$ cat src/rtl/snn_pkg.sv
// Shared state encoding and default widths for the spiking-neuron blocks.
package snn_pkg;

  typedef enum logic [1:0] {
    IDLE = 2'd0,
    RUN  = 2'd1,
    STOP = 2'd2
  } state_t;

  localparam int CNT_W_DEF = 8;
  localparam int WIN_W_DEF = 8;

endpackage

$ cat src/rtl/sat_counter.sv
// Saturating up-counter with sticky sat flag; 1-cycle update, never stalls.
// clr restarts the count and still honours an inc in the same cycle.
module sat_counter #(
  parameter int W = 8
) (
  input  logic         clk,
  input  logic         rst_n,
  input  logic         clr,
  input  logic         inc,
  output logic [W-1:0] cnt,
  output logic         sat
);

  localparam logic [W-1:0] MAX = '1;

  always_ff @(posedge clk or negedge rst_n) begin
    if (!rst_n) begin
      cnt <= '0;
      sat <= 1'b0;
    end else if (clr) begin
      cnt <= W'(inc);
      sat <= 1'b0;
    end else if (inc) begin
      // sat marks a spike that was lost because the count was already full
      if (cnt == MAX) sat <= 1'b1;
      else            cnt <= cnt + W'(1);
    end
  end

endmodule

$ cat src/rtl/spike_window_counter.sv
// Counts spikes over back-to-back windows; result valid 1 cycle after the last window cycle,
// held while out_ready is low (a newer result is dropped and overrun set). SPIKE_ISI_EN adds min ISI.
module spike_window_counter
  import snn_pkg::*;
#(
  parameter int CNT_W = CNT_W_DEF,
  parameter int WIN_W = WIN_W_DEF
) (
  input  logic             clk,
  input  logic             rst_n,
  input  logic             spike,
  input  logic             enable,
  input  logic [WIN_W-1:0] window_len,
  output logic [CNT_W-1:0] out_count,
  output logic             out_valid,
  input  logic             out_ready,
  output logic             out_sat,
  output logic             overrun,
  output logic [WIN_W-1:0] min_isi,
  output logic             busy
);

  state_t           state;
  logic [WIN_W-1:0] len_q;
  logic [WIN_W-1:0] cyc;
  logic             cap_q;

  logic             act;
  logic             first;
  logic             last;
  logic [WIN_W-1:0] idx;
  logic [WIN_W-1:0] len_eff;

  logic [CNT_W-1:0] cnt;
  logic             cnt_sat;
  logic             hs;
  logic             load;

  // The start cycle in IDLE is already window cycle 1, so it is handled like any RUN cycle.
  // len-1 wraps to all ones for window_len 0, giving a 2^WIN_W cycle window.
  always_comb begin
    act     = (state == IDLE) ? enable : 1'b1;
    idx     = (state == IDLE) ? '0 : cyc;
    first   = act && (idx == '0);
    len_eff = first ? window_len : len_q;
    last    = act && (idx == len_eff - WIN_W'(1));
  end

  sat_counter #(.W(CNT_W)) u_spike_cnt (
    .clk   (clk),
    .rst_n (rst_n),
    .clr   (first),
    .inc   (act && spike),
    .cnt   (cnt),
    .sat   (cnt_sat)
  );

  always_ff @(posedge clk or negedge rst_n) begin
    if (!rst_n) begin
      state <= IDLE;
      busy  <= 1'b0;
      len_q <= '0;
      cyc   <= '0;
      cap_q <= 1'b0;
    end else begin
      cap_q <= last;
      if (first) len_q <= window_len;
      if (act)   cyc   <= last ? '0 : idx + WIN_W'(1);
      case (state)
        IDLE: begin
          if (enable) begin
            state <= RUN;
            busy  <= 1'b1;
          end
        end
        RUN: begin
          if (last && !enable) begin
            state <= IDLE;
            busy  <= 1'b0;
          end else if (!last && !enable) begin
            state <= STOP;
          end
        end
        STOP: begin
          if (last) begin
            state <= enable ? RUN : IDLE;
            busy  <= enable;
          end
        end
        default: begin
          state <= IDLE;
          busy  <= 1'b0;
        end
      endcase
    end
  end

  assign hs   = out_valid && out_ready;
  assign load = cap_q && (!out_valid || hs);

  always_ff @(posedge clk or negedge rst_n) begin
    if (!rst_n) begin
      out_count <= '0;
      out_sat   <= 1'b0;
      out_valid <= 1'b0;
      overrun   <= 1'b0;
    end else begin
      if (load) begin
        out_count <= cnt;
        out_sat   <= cnt_sat;
        out_valid <= 1'b1;
      end else if (hs) begin
        out_valid <= 1'b0;
      end
      if (cap_q && out_valid && !out_ready) overrun <= 1'b1;
    end
  end

`ifdef SPIKE_ISI_EN
  logic [WIN_W-1:0] last_spk;
  logic [WIN_W-1:0] isi_min;
  logic [WIN_W-1:0] isi;
  logic             have_spk;

  assign isi = idx - last_spk;

  always_ff @(posedge clk or negedge rst_n) begin
    if (!rst_n) begin
      last_spk <= '0;
      isi_min  <= '1;
      have_spk <= 1'b0;
      min_isi  <= '0;
    end else begin
      if (first) begin
        have_spk <= spike;
        last_spk <= '0;
        isi_min  <= '1;
      end else if (act && spike) begin
        if (have_spk && (isi < isi_min)) isi_min <= isi;
        have_spk <= 1'b1;
        last_spk <= idx;
      end
      if (load) min_isi <= isi_min;
    end
  end
`else
  assign min_isi = '0;
`endif

endmodule

$ cat config.mk
export PLATFORM = sky130hd
export DESIGN_NAME = spike_window_counter
export DESIGN_NICKNAME = d
export VERILOG_FILES = /design/src/rtl/snn_pkg.sv /design/src/rtl/sat_counter.sv /design/src/rtl/spike_window_counter.sv
export SDC_FILE = /design/constraint.sdc
export NUM_CORES = 1
export LEC_CHECK = 0
export ABC_AREA = 0
export CELL_PAD_IN_SITES_DETAIL_PLACEMENT = 1
export CELL_PAD_IN_SITES_GLOBAL_PLACEMENT = 2
export CORE_UTILIZATION = 31
export CTS_CLUSTER_SIZE = 10
export DETAILED_ROUTE_END_ITERATION = 16
export PLACE_DENSITY_LB_ADDON = 0.1
export SETUP_SLACK_MARGIN = 0.1
export SLEW_MARGIN = 30
export SYNTH_ARGS = -nofsm -noshare
export SYNTH_HDL_FRONTEND = slang
export SYNTH_SLANG_ARGS = --single-unit
$ cat constraint.sdc
create_clock -name clk -period 4 [get_ports clk]
set_input_delay 1.2 -clock clk [delete_from_list [all_inputs] [get_ports clk]]
set_output_delay 1.2 -clock clk [all_outputs]
set_load 0.01 [all_outputs]
==> Implementation_results.wiki, run 1 <==
{| class="wikitable"
! Metric !! Value
|-
| Comb pwr share || 0.619
|-
| Setup slack after layout || 0.108 ns
|-
| Portion of total power attributed to the clock network || 0.127
|-
| GR met2 Demand/Resource || 0.271
|-
| Port Buffers || 24
|-
| CTS tree || yes
|-
| Synth cell types || 60
|-
| Relative max-transition margin || 0.639
|-
| End of the worst register-to-register path || cyc[4]$_DFFE_PN0N_
|-
| Rows || 31
|-
| Number of synthesis warnings || 0
|-
| Placer's final routability congestion estimate || 0.723
|-
| Area after detailed placement || 2850 sq um
|-
| Critical path capture point type || register
|-
| Register-to-register path setup slack || 0.26 ns
|-
| M3 GR Usage || 0.0262
|-
| Primary flip-flop cell chosen by synthesis mapping || dfrtp_1
|-
| Most Crowded Layer GR || met2
|-
| Endpoint arrival time on the critical path || 4.07 ns
|-
| Post-layout instance area || 3100 sq um
|-
| Number of detailed-route iterations in the first pass || 4
|-
| Antenna violations before repair || 0
|-
| GRT Overall Usage || 0.165
|-
| Antenna violation net count after detailed routing || 0
|-
| Hold Crit Endpoint || out_valid$_DFFE_PN0P_
|-
| Share of async-settable or async-resettable flops after synthesis || 1.00
|-
| Yosys top cell area share || 0.420
|-
| Global-route wire length before repair || 10600 um
|-
| Gate count of the mapped netlist || 254
|-
| Dominant cell by count in the synthesized netlist || dfrtp_1
|-
| Core ar. || 7330 sq um
|-
| Crit Reg-Reg Startpoint || cyc[5]$_DFFE_PN0N_
|-
| Antenna diodes || 0
|-
| Final Cycle Share || 0.973
|-
| Clock insertion delay at the later pin of the skew report || 0.29 ns
|-
| Hold path start || cap_q$_DFF_PN0_
|-
| Post-route total power || 2.35 mW
|-
| Number of instances on the worst hold path || 2
|-
| Minimum period implied by the final worst setup slack || 3.89 ns
|-
| Critical path required time || 4.18 ns
|-
| Worst r2r path cells || 14
|-
| Worst stage delay on the critical path || 0.50 ns
|-
| Avg Inst Size Synth || 9.39 sq um
|-
| Hold WS || 0.483 ns
|-
| Net load switching power || 980 uW
|-
| Number of synthesized flops with an enable pin || 0
|-
| Clock root buffer || clkbuf_8
|-
| RSZ-0062 raised after global routing || yes
|-
| Average vias per placed instance || 4.89
|-
| Initial Utilization || 0.325
|-
| Vias in the first global route || 2079
|-
| Fraction of final layout cells with drive strength greater than 1 || 0.262
|-
| Sum Neg Setup Slack || 0 ns
|-
| Met1 Resource Use GR || 0.229
|-
| Pre-CTS setup slack || -0.612 ns
|-
| Share of total power consumed by net switching || 0.418
|-
| First DRT Iteration DRCs || 42
|-
| Hold Buf Count CTS || 0
|-
| Result of the run || finished, final reports clean
|-
| Number of buffers created by CTS || 5
|-
| Total I/O pin count || 33
|-
| Static leakage || 1.39 nW
|-
| Pin count of the biggest net entering global routing || 41
|-
| Seq cells post-synth || 40
|-
| Worst-path clk slew || 0.08 ns
|-
| Instance count after placement with tap cells included || 390
|-
| Fill cells || 866
|-
| Cell type with the highest aggregate area in the netlist || dfrtp_1
|-
| Critical path class || in2reg
|-
| Mapped Area || 2380 sq um
|-
| PD cells || 757 nW/um^2
|-
| Final HPWL DP || 4540 um
|-
| Critical path fanouts, max || 5
|-
| Detailed Route WL || 6250 um
|-
| Clock tree sinks || 40
|-
| Final non-filler cell total || 408
|-
| Cell types with the highest counts after synthesis || dfrtp_1, nand2_1, nor2_1, inv_1
|-
| Total number of H-tree levels || 2
|-
| Finish-stage setup viols || 0
|-
| Slowest stage cell, crit path || or4_1
|-
| Wire per inst || 15.3 um
|-
| Total Die Area || 8050 sq um
|-
| Final cell utilization of the core || 0.423
|-
| Share of the yosys chip area belonging to registers || 0.420
|-
| Via count || 1996
|-
| Path category of the worst min-delay check || reg2reg
|-
| NumNets Final || 325
|-
| Maximum resistive drop on vdd || 0.288 mV
|-
| P&R area growth vs syn || 30.0%
|-
| Maximum achievable frequency || 0.257 GHz
|-
| Startpoint types || input pin
|-
| Horizontal extent of the die || 89.7 um
|-
| Share of power burned in registers || 0.254
|-
| Overflow left after global routing || 0
|-
| Max-Cap Viols || 0
|-
| Area contributors post-synth || dfrtp_1, nand2_1, nor2_1, mux2_2, xnor2_1
|-
| Die Y-Extent || 89.7 um
|-
| Final Hold Vio Count || 0
|-
| Cell internal pwr || 1.37 mW
|-
| Cell-by-cell trace of the critical path || buf_6 > or3b_4 > o31ai_4 > buf_4 > buf_6 > a21boi_4 > nor2_4 > ha_4 > and3b_2 > or4_1 > and4b_1 > a2111oi_4 > buf_4 > nor3_2 > o221a_2
|-
| Number of pins with negative max-slew slack in the final report || 0
|-
| Residual DRC || 0
|-
| Transition at the pin with the smallest max-transition slack || 0.542 ns
|-
| Setup skew after layout || 0.00637 ns
|-
| Max Buffers Root-to-Sink || 2
|}
timing repair:
item / in CTS / in global routing
setup buffers: 9 / 2
endpoints found under the setup margin: 12 / 10
pin swaps: 9 / 9
gates resized for setup: 9 / 15
cells in the final DEF (no fill, tap or decap), types with 4 or more instances in the layout:
| master | netlist | layout |
|---|---|---|
| inv_1 | 10 | 10 |
| nor3_1 | 9 | 8 |
| xnor2_1 | 7 | 7 |
| mux2_2 | 8 | 8 |
| clkdlybuf4s50_1 | 0 | 22 |
| nor2_1 | 26 | 26 |
| nand3_1 | 8 | 8 |
| buf_6 | 1 | 4 |
| dfrtp_1 | 40 | 40 |
| mux2i_1 | 6 | 5 |
| nand2_1 | 34 | 33 |
| a21oi_1 | 5 | 5 |
| conb_1 | 1 | 8 |
| buf_4 | 8 | 31 |
| o21ai_0 | 9 | 7 |
| clkbuf_8 | 0 | 6 |
| xor2_1 | 5 | 5 |
worst max-delay path: cells and delay by family:
family | cells | cell delay [ns]
adder cells (fa/ha/maj) | 1 | 0.15
AND/OR/NAND/NOR | 6 | 1.52
AO/OA/AOI/OAI | 4 | 0.66
buffers and inverters | 4 | 0.55
flip-flops by register name (all words and copies together), names as in the netlist:
signal / flops
u_spike_cnt.cnt: 8
len_q: 8
out_sat: 1
busy: 1
overrun: 1
out_count: 8
cap_q: 1
u_spike_cnt.sat: 1
state: 2
cyc: 8
out_valid: 1
kinds of logic (layout without fill, tap and decap cells):
family | after synthesis | in the layout | share of synthesized area
AOI/OAI and AO/OA | 48 | 48 | 0.162
xor gates and xnor gates | 12 | 12 | 0.0441
adders and majority gates | 4 | 4 | 0.0210
buffers and inverters | 28 | 76 | 0.0624
DFF | 40 | 40 | 0.420
muxes | 15 | 15 | 0.0693
other | 1 | 8 | 0.00157
and+or+nand+nor | 106 | 106 | 0.220
how the worst max path moves through the flow:
| stage | cells after the start | to | start |
|---|---|---|---|
| after detailed placement | 13 | cyc[4]$_DFFE_PN0N_ | enable |
| final | 15 | cyc[4]$_DFFE_PN0N_ | enable |
| after global placement | 13 | cyc[4]$_DFFE_PN0N_ | enable |
| after CTS | 15 | cyc[4]$_DFFE_PN0N_ | enable |
| after floorplan | 14 | cyc[3]$_DFFE_PN0N_ | enable |
| after global routing | 15 | cyc[4]$_DFFE_PN0N_ | enable |
power groups by stage:
stage | combinational [mW] | sequential [mW] | clock [mW]
3_3_place_gp | 1.25 | 0.603 | 0
2_1_floorplan | 0.825 | 0.585 | 0
5_1_grt | 1.61 | 0.614 | 0.324
3_5_place_dp | 1.27 | 0.603 | 0
6_report | 1.45 | 0.597 | 0.298
4_1_cts | 1.40 | 0.596 | 0.313
metal layers:
metal | part of all wire | vias up
met5 | 0 | -
met1 | 0.50 | 987
li1 | - | 983
met2 | 0.48 | 24
met3 | 0.020 | 2
met4 | 0.0061 | 0
cell type report:
type	count	area, sq um	area share
Multi-Input combinational cell	193	1340	0.432
Sequential cell	40	1000	0.323
Timing Repair Buffer	57	498	0.161
Tap cell	99	124	0.0400
Clock buffer	6	82.6	0.0266
Inverter	11	41.3	0.0133
Clock inverter	2	15.0	0.00484
Power figures use the tool's default switching activity.
==> run 2: changes to the inputs <==
ABC_CLOCK_PERIOD_IN_PS = 4000   (was unset)
==> results of run 2 <==
The final DEF is identical to that of run 1; final timing and power are the same.
==> run 3: changes to the inputs <==
ABC_CLOCK_PERIOD_IN_PS = unset   (was 4000)
CORE_UTILIZATION = 32   (was 31)
CTS_BUF_LIST = sky130_fd_sc_hd__clkbuf_2   (was unset)
==> run 3 against run 2 <==
Net effect: fmax is 1.7% higher; cell count is 1.5% lower; sequential share of layout area is 1.9 points higher; register-to-register slack better by 0.06 ns; cell area fell by 5.6%; critical path depth down 2; worst setup slack better by 0.064 ns; combinational power fell by 10%; hold slack improved by 0.019 ns; power shrank 11%.
==> Implementation_results.wiki, run 3 (same netlist as run 1, synthesis figures left out) <==
{| class="wikitable"
! Metric !! Value
|-
| Critical path fanouts, max || 7 (+2)
|-
| Hold path start || overrun$_DFFE_PN0P_
|-
| Path category of the worst min-delay check || reg2reg
|-
| Total I/O pin count || 33 (unchanged)
|-
| Startpoint types || input pin
|-
| NumNets Final || 320 (-1.5%)
|-
| Vias in the first global route || 1960 (-5.7%)
|-
| Post-route total power || 2.08 mW (-11%)
|-
| Total Die Area || 7800 sq um (-3.1%)
|-
| Fraction of final layout cells with drive strength greater than 1 || 0.215 (-0.0476)
|-
| Number of buffers created by CTS || 5 (unchanged)
|-
| First DRT Iteration DRCs || 44 (+4.8%)
|-
| Final HPWL DP || 4500 um (-1.0%)
|-
| Via count || 1969 (-1.4%)
|-
| Static leakage || 1.32 nW (-4.8%)
|-
| Minimum period implied by the final worst setup slack || 3.83 ns (-0.0642 ns)
|-
| Clock root buffer || clkbuf_2
|-
| Initial Utilization || 0.331 (+0.00525)
|-
| Horizontal extent of the die || 88.3 um (-1.5%)
|-
| Antenna diodes || 0 (unchanged)
|-
| Worst-path clk slew || 0.21 ns (+0.13 ns)
|-
| GRT Overall Usage || 0.167 (+0.00227)
|-
| Clock tree sinks || 40 (unchanged)
|-
| Hold WS || 0.502 ns (+0.0194 ns)
|-
| Setup skew after layout || 0.00895 ns (+0.00259 ns)
|-
| Number of pins with negative max-slew slack in the final report || 0 (unchanged)
|-
| Residual DRC || 0 (unchanged)
|-
| Sum Neg Setup Slack || 0 ns (unchanged)
|-
| Launch point of the critical path || enable
|-
| Finish-stage setup viols || 0 (unchanged)
|-
| Pin count of the biggest net entering global routing || 41 (unchanged)
|-
| Transition at the pin with the smallest max-transition slack || 0.532 ns (-0.00967 ns)
|-
| RSZ-0062 raised after global routing || yes
|-
| Max Buffers Root-to-Sink || 2 (unchanged)
|-
| Maximum resistive drop on vdd || 0.228 mV (-21%)
|-
| Total number of H-tree levels || 2 (unchanged)
|-
| Relative max-transition margin || 0.645 (+0.00645)
|-
| Port Buffers || 24 (unchanged)
|-
| Global-route wire length before repair || 9980 um (-5.8%)
|-
| Placer's final routability congestion estimate || 0.739 (+2.3%)
|-
| Overflow left after global routing || 0 (unchanged)
|-
| Critical path capture point type || register
|-
| Critical path class || in2reg
|-
| Final Cycle Share || 0.957 (-0.0160)
|-
| Final Hold Vio Count || 0 (unchanged)
|-
| Clock insertion delay at the later pin of the skew report || 0.40 ns (+0.11 ns)
|-
| Critical path required time || 4.32 ns (+0.14 ns)
|-
| Average vias per placed instance || 4.90 (+0.12%)
|-
| Die Y-Extent || 88.3 um (-1.5%)
|-
| Wire per inst || 14.7 um (-3.9%)
|-
| Number of detailed-route iterations in the first pass || 4 (unchanged)
|-
| CTS tree || yes
|-
| Detailed Route WL || 5920 um (-5.3%)
|-
| Antenna violation net count after detailed routing || 0 (unchanged)
|-
| Crit Reg-Reg Startpoint || state[1]$_DFFE_PN0P_
|-
| PD cells || 710 nW/um^2 (-6.2%)
|-
| Rows || 31 (unchanged)
|-
| Max-Cap Viols || 0 (unchanged)
|-
| Antenna violations before repair || 0 (unchanged)
|-
| Most common cell after layout, fill and taps aside || dfrtp_1
|-
| Maximum achievable frequency || 0.261 GHz (+1.7%)
|-
| Most frequent cells in the layout || dfrtp_1, nand2_1, buf_4
|-
| Core ar. || 7210 sq um (-1.6%)
|-
| P&R area growth vs syn || 22.7%
|-
| Endpoint arrival time on the critical path || 4.15 ns (+0.08 ns)
|-
| Result of the run || finished, final reports clean
|}
-- run 3: cell types whose count changed in the layout (fill, tap and decap cells not counted), moves of 2 or more --
| cell | delta |
|---|---|
| o21ai_2 | -2 |
| buf_6 | -4 |
| clkbuf_8 | -6 |
| buf_4 | -2 |
| clkbuf_2 | +5 |
-- run 3: report_power, final --
group          switching, mW  leakage, nW  internal, mW
Clock                  0.143       0.0248        0.0386
Sequential            0.0951        0.529         0.502
Combinational          0.677        0.769         0.622
Total                  0.915         1.32          1.16
-- run 3: worst paths after layout --
kind                                             endpoint  slack [ns]  cells past startpoint
max                                    cyc[3]$_DFFE_PN0N_        0.17                     13
min                                   overrun$_DFFE_PN0P_        0.50                      1
max reg2reg                            cyc[3]$_DFFE_PN0N_        0.32                     14
min reg2reg                           overrun$_DFFE_PN0P_        0.50                      1
max in group asynchronous            state[0]$_DFFE_PN0P_        2.89                      1
min in group asynchronous  u_spike_cnt.cnt[3]$_DFFE_PN0P_        0.74                      1
-- run 3: cell type report --
class | count | area [sq um]
Clock buffer | 5 | 25.0
Clock inverter | 2 | 12.5
Fill cell | 882 | 4290
Inverter | 11 | 41.3
Multi-Input combinational cell | 193 | 1270
Sequential cell | 40 | 1000
Tap cell | 99 | 124
Timing Repair Buffer | 52 | 447
-- run 3: repair_timing --
item	in CTS	in global routing
hold buffers	0	0
resized for setup	2	0
setup endpoints to repair	12	2
pin swaps	3	0
setup buffers	2	0
-- run 3: metrics by stage --
stage | std cells | instance area (sq um) | util | setup slack, ns
after floorplan | 261 | 2440 | - | -0.227
after global placement | 393 | 2870 | 0.398 | -0.526
after detailed placement | 393 | 2870 | 0.398 | -0.668
after CTS | 402 | 2920 | 0.405 | 0.185
after global routing | 402 | 2930 | 0.405 | 0.0529
final | 402 | 2930 | 0.405 | 0.172
-- run 3: metal layers --
| layer | routed length [um] | share of wire | GRT usage | up-vias |
|---|---|---|---|---|
| li1 | - | - | - | 972 |
| met1 | 3010 | 0.51 | 0.240 | 963 |
| met2 | 2660 | 0.45 | 0.262 | 28 |
| met3 | 183 | 0.031 | 0.0280 | 6 |
| met4 | 68 | 0.011 | 0.0440 | 0 |
| met5 | 0 | 0 | 0 | - |
-- run 3: worst max-delay path: stages --
cell and delay, ns:
dlygate4sd2_1 0.21, or3b_4 0.41, o31ai_4 0.09, nand2_2 0.11, mux2i_2 0.23, ha_2 0.24, and3b_1 0.20, or4_1 0.46
and4b_1 0.23, a2111oi_4 0.28, buf_4 0.23, nor3b_2 0.05, o211a_1 0.20
==> variant: new RTL, settings of run 1 <==
The option `SPIKE_ISI_EN` is turned on by a define.
--- a/src/rtl/spike_window_counter.sv
+++ b/src/rtl/spike_window_counter.sv
@@ -1,5 +1,7 @@
 // Counts spikes over back-to-back windows; result valid 1 cycle after the last window cycle,
 // held while out_ready is low (a newer result is dropped and overrun set). SPIKE_ISI_EN adds min ISI.
+`define SPIKE_ISI_EN
+
 module spike_window_counter
   import snn_pkg::*;
 #(
Function: changed (Yosys sat finds a counterexample within 4 cycles, from zero or initial values and one cycle with rst_n low).
==> variant against run 1 <==
- synthesized cell count increased by 54%
- wire length grew 59%
- sequential cell count up 25
- critical endpoint is now isi_min[0]
- area after synthesis is 55% higher
- register-to-register slack improved by 0.14 ns
- worst hold slack got worse by 0.0084 ns
- worst setup slack better by 0.29 ns
- fmax up 8.1%
- critical path depth rose by 4
- count of clock-buffer cells in the layout is 6 higher
- critical path type is now reg -> reg
- the run now ends with design-rule violations left
- power increased by 80%
- final area grew 55%
- core utilization down 0.49 points
- via count rose by 52%
- highest routed layer unchanged
==> variant: results <==
[critical_path]
cpPeakStageDelay_ns = 0.40
crit_path_end = isi_min[0]
crit_path_top_delay_cell = fa_1
rr_worst_depth = 19
cp_max_fo = 11
setup.worst_path.start = state[1]
reg2reg_slack_ns = 0.40

[global_route]
grt_pass1_wl_um = 17000
gr-usage-met2 = 0.294
grt.total_usage = 0.179
grt_use_met1 = 0.227

[placed_design]
place.port_buffers = 32
gp_congestion = 0.753

[hold_path]
hp-start = min_isi[1]
holdPathEnd = min_isi[1]

[yosys]
ys_top_cells_by_area = dfrtp_1 39%, ha_1 6.1%, dfstp_2 5.7%, nand2_1 4.8%, mux2_2 4.0%
synthMuxAreaShare = 0.0519
netlist_top_cells_count = 57 x dfrtp_1, 47 x nand2_1, 35 x nor2_1
synth_xor_area_frac = 0.0634
synth-compound-area-share = 0.155
synth_cell_types = 55
synthAdderAreaFrac = 0.0664

[final_layout]
layout-drive-gt1-share = 0.214
fin_nets = 489
fill_cells = 1290

[run_status]
violations = design-rule violations
outcome = finished with violations

[cts]
htree_levels = 3
clk_latency_ns = 0.34
clk_pin_slew_worst_paths_ns = 0.06
cts_made_buffers = 9

[detailed_routing]
drt_iter0_drc = 112
drc = 4
wl_um = 9950
via_count = 3028
drt_first_pass_iters = 10

[sta]
finClkSkew_ns = 0.00621
timing.hold.ws_ns = 0.474

[pwr]
leakagePower_nw = 2.20
-- variant: cell count changes in the layout (fill, tap and decap cells not counted), sizes merged, moves of 9 or more --
cell           run 1  this run
dfrtp             40        57
inv               11        28
nor2              27        36
o211ai             3        14
nand2             35        48
o21ai             10        23
buf               35        44
ha                 4        18
-- variant: cell families after synthesis --
logic type,after synthesis
multiplexers,17
adder cells (fa/ha/maj),19
flip-flops,65
AND/OR/NAND/NOR,133
AO/OA/AOI/OAI,84
XOR/XNOR,25
buffers and inverters,47
-- variant: power groups by stage --
stage | logic (mW) | clock network [mW] | registers [mW]
2_1_floorplan | 1.48 | 0 | 1.02
3_3_place_gp | 2.19 | 0 | 1.04
3_5_place_dp | 2.24 | 0 | 1.05
4_1_cts | 2.28 | 0.842 | 1.04
5_1_grt | 2.66 | 0.868 | 1.07
6_report | 2.36 | 0.815 | 1.04
-- variant: area by class of cell --
class                           instances  share of cell area
Clock buffer                           12              0.0533
Clock inverter                          4              0.0107
Inverter                               28              0.0218
Multi-Input combinational cell        278               0.404
Sequential cell                        65               0.340
Tap cell                              143              0.0372
Timing Repair Buffer                   75               0.133
-- variant: stage by stage --
stage               setup TNS, ns  area [sq um]  std cells  power (mW)  worst slack (ns)
floorplan                       0          3750        390        2.50            0.0840
global placement            -1.84          4420        584        3.23            -0.218
detailed placement          -2.78          4420        584        3.30            -0.295
CTS                             0          4740        600        4.16             0.110
global route                    0          4810        605        4.60            0.0712
finish                          0          4810        605        4.21             0.400
-- variant: worst min-delay path: stages, from the launching register on --
cell and delay, ns:
dfrtp_1 0.34, nand2_1 0.04, o21ai_0 0.06
-- variant: what timing repair did --
item                                    4_1_cts  5_1_grt
endpoints found under the setup margin        7       16
pin swaps                                     0        5
buffers inserted                              0        4
gates resized for setup                       2       11
cloned                                        0        1
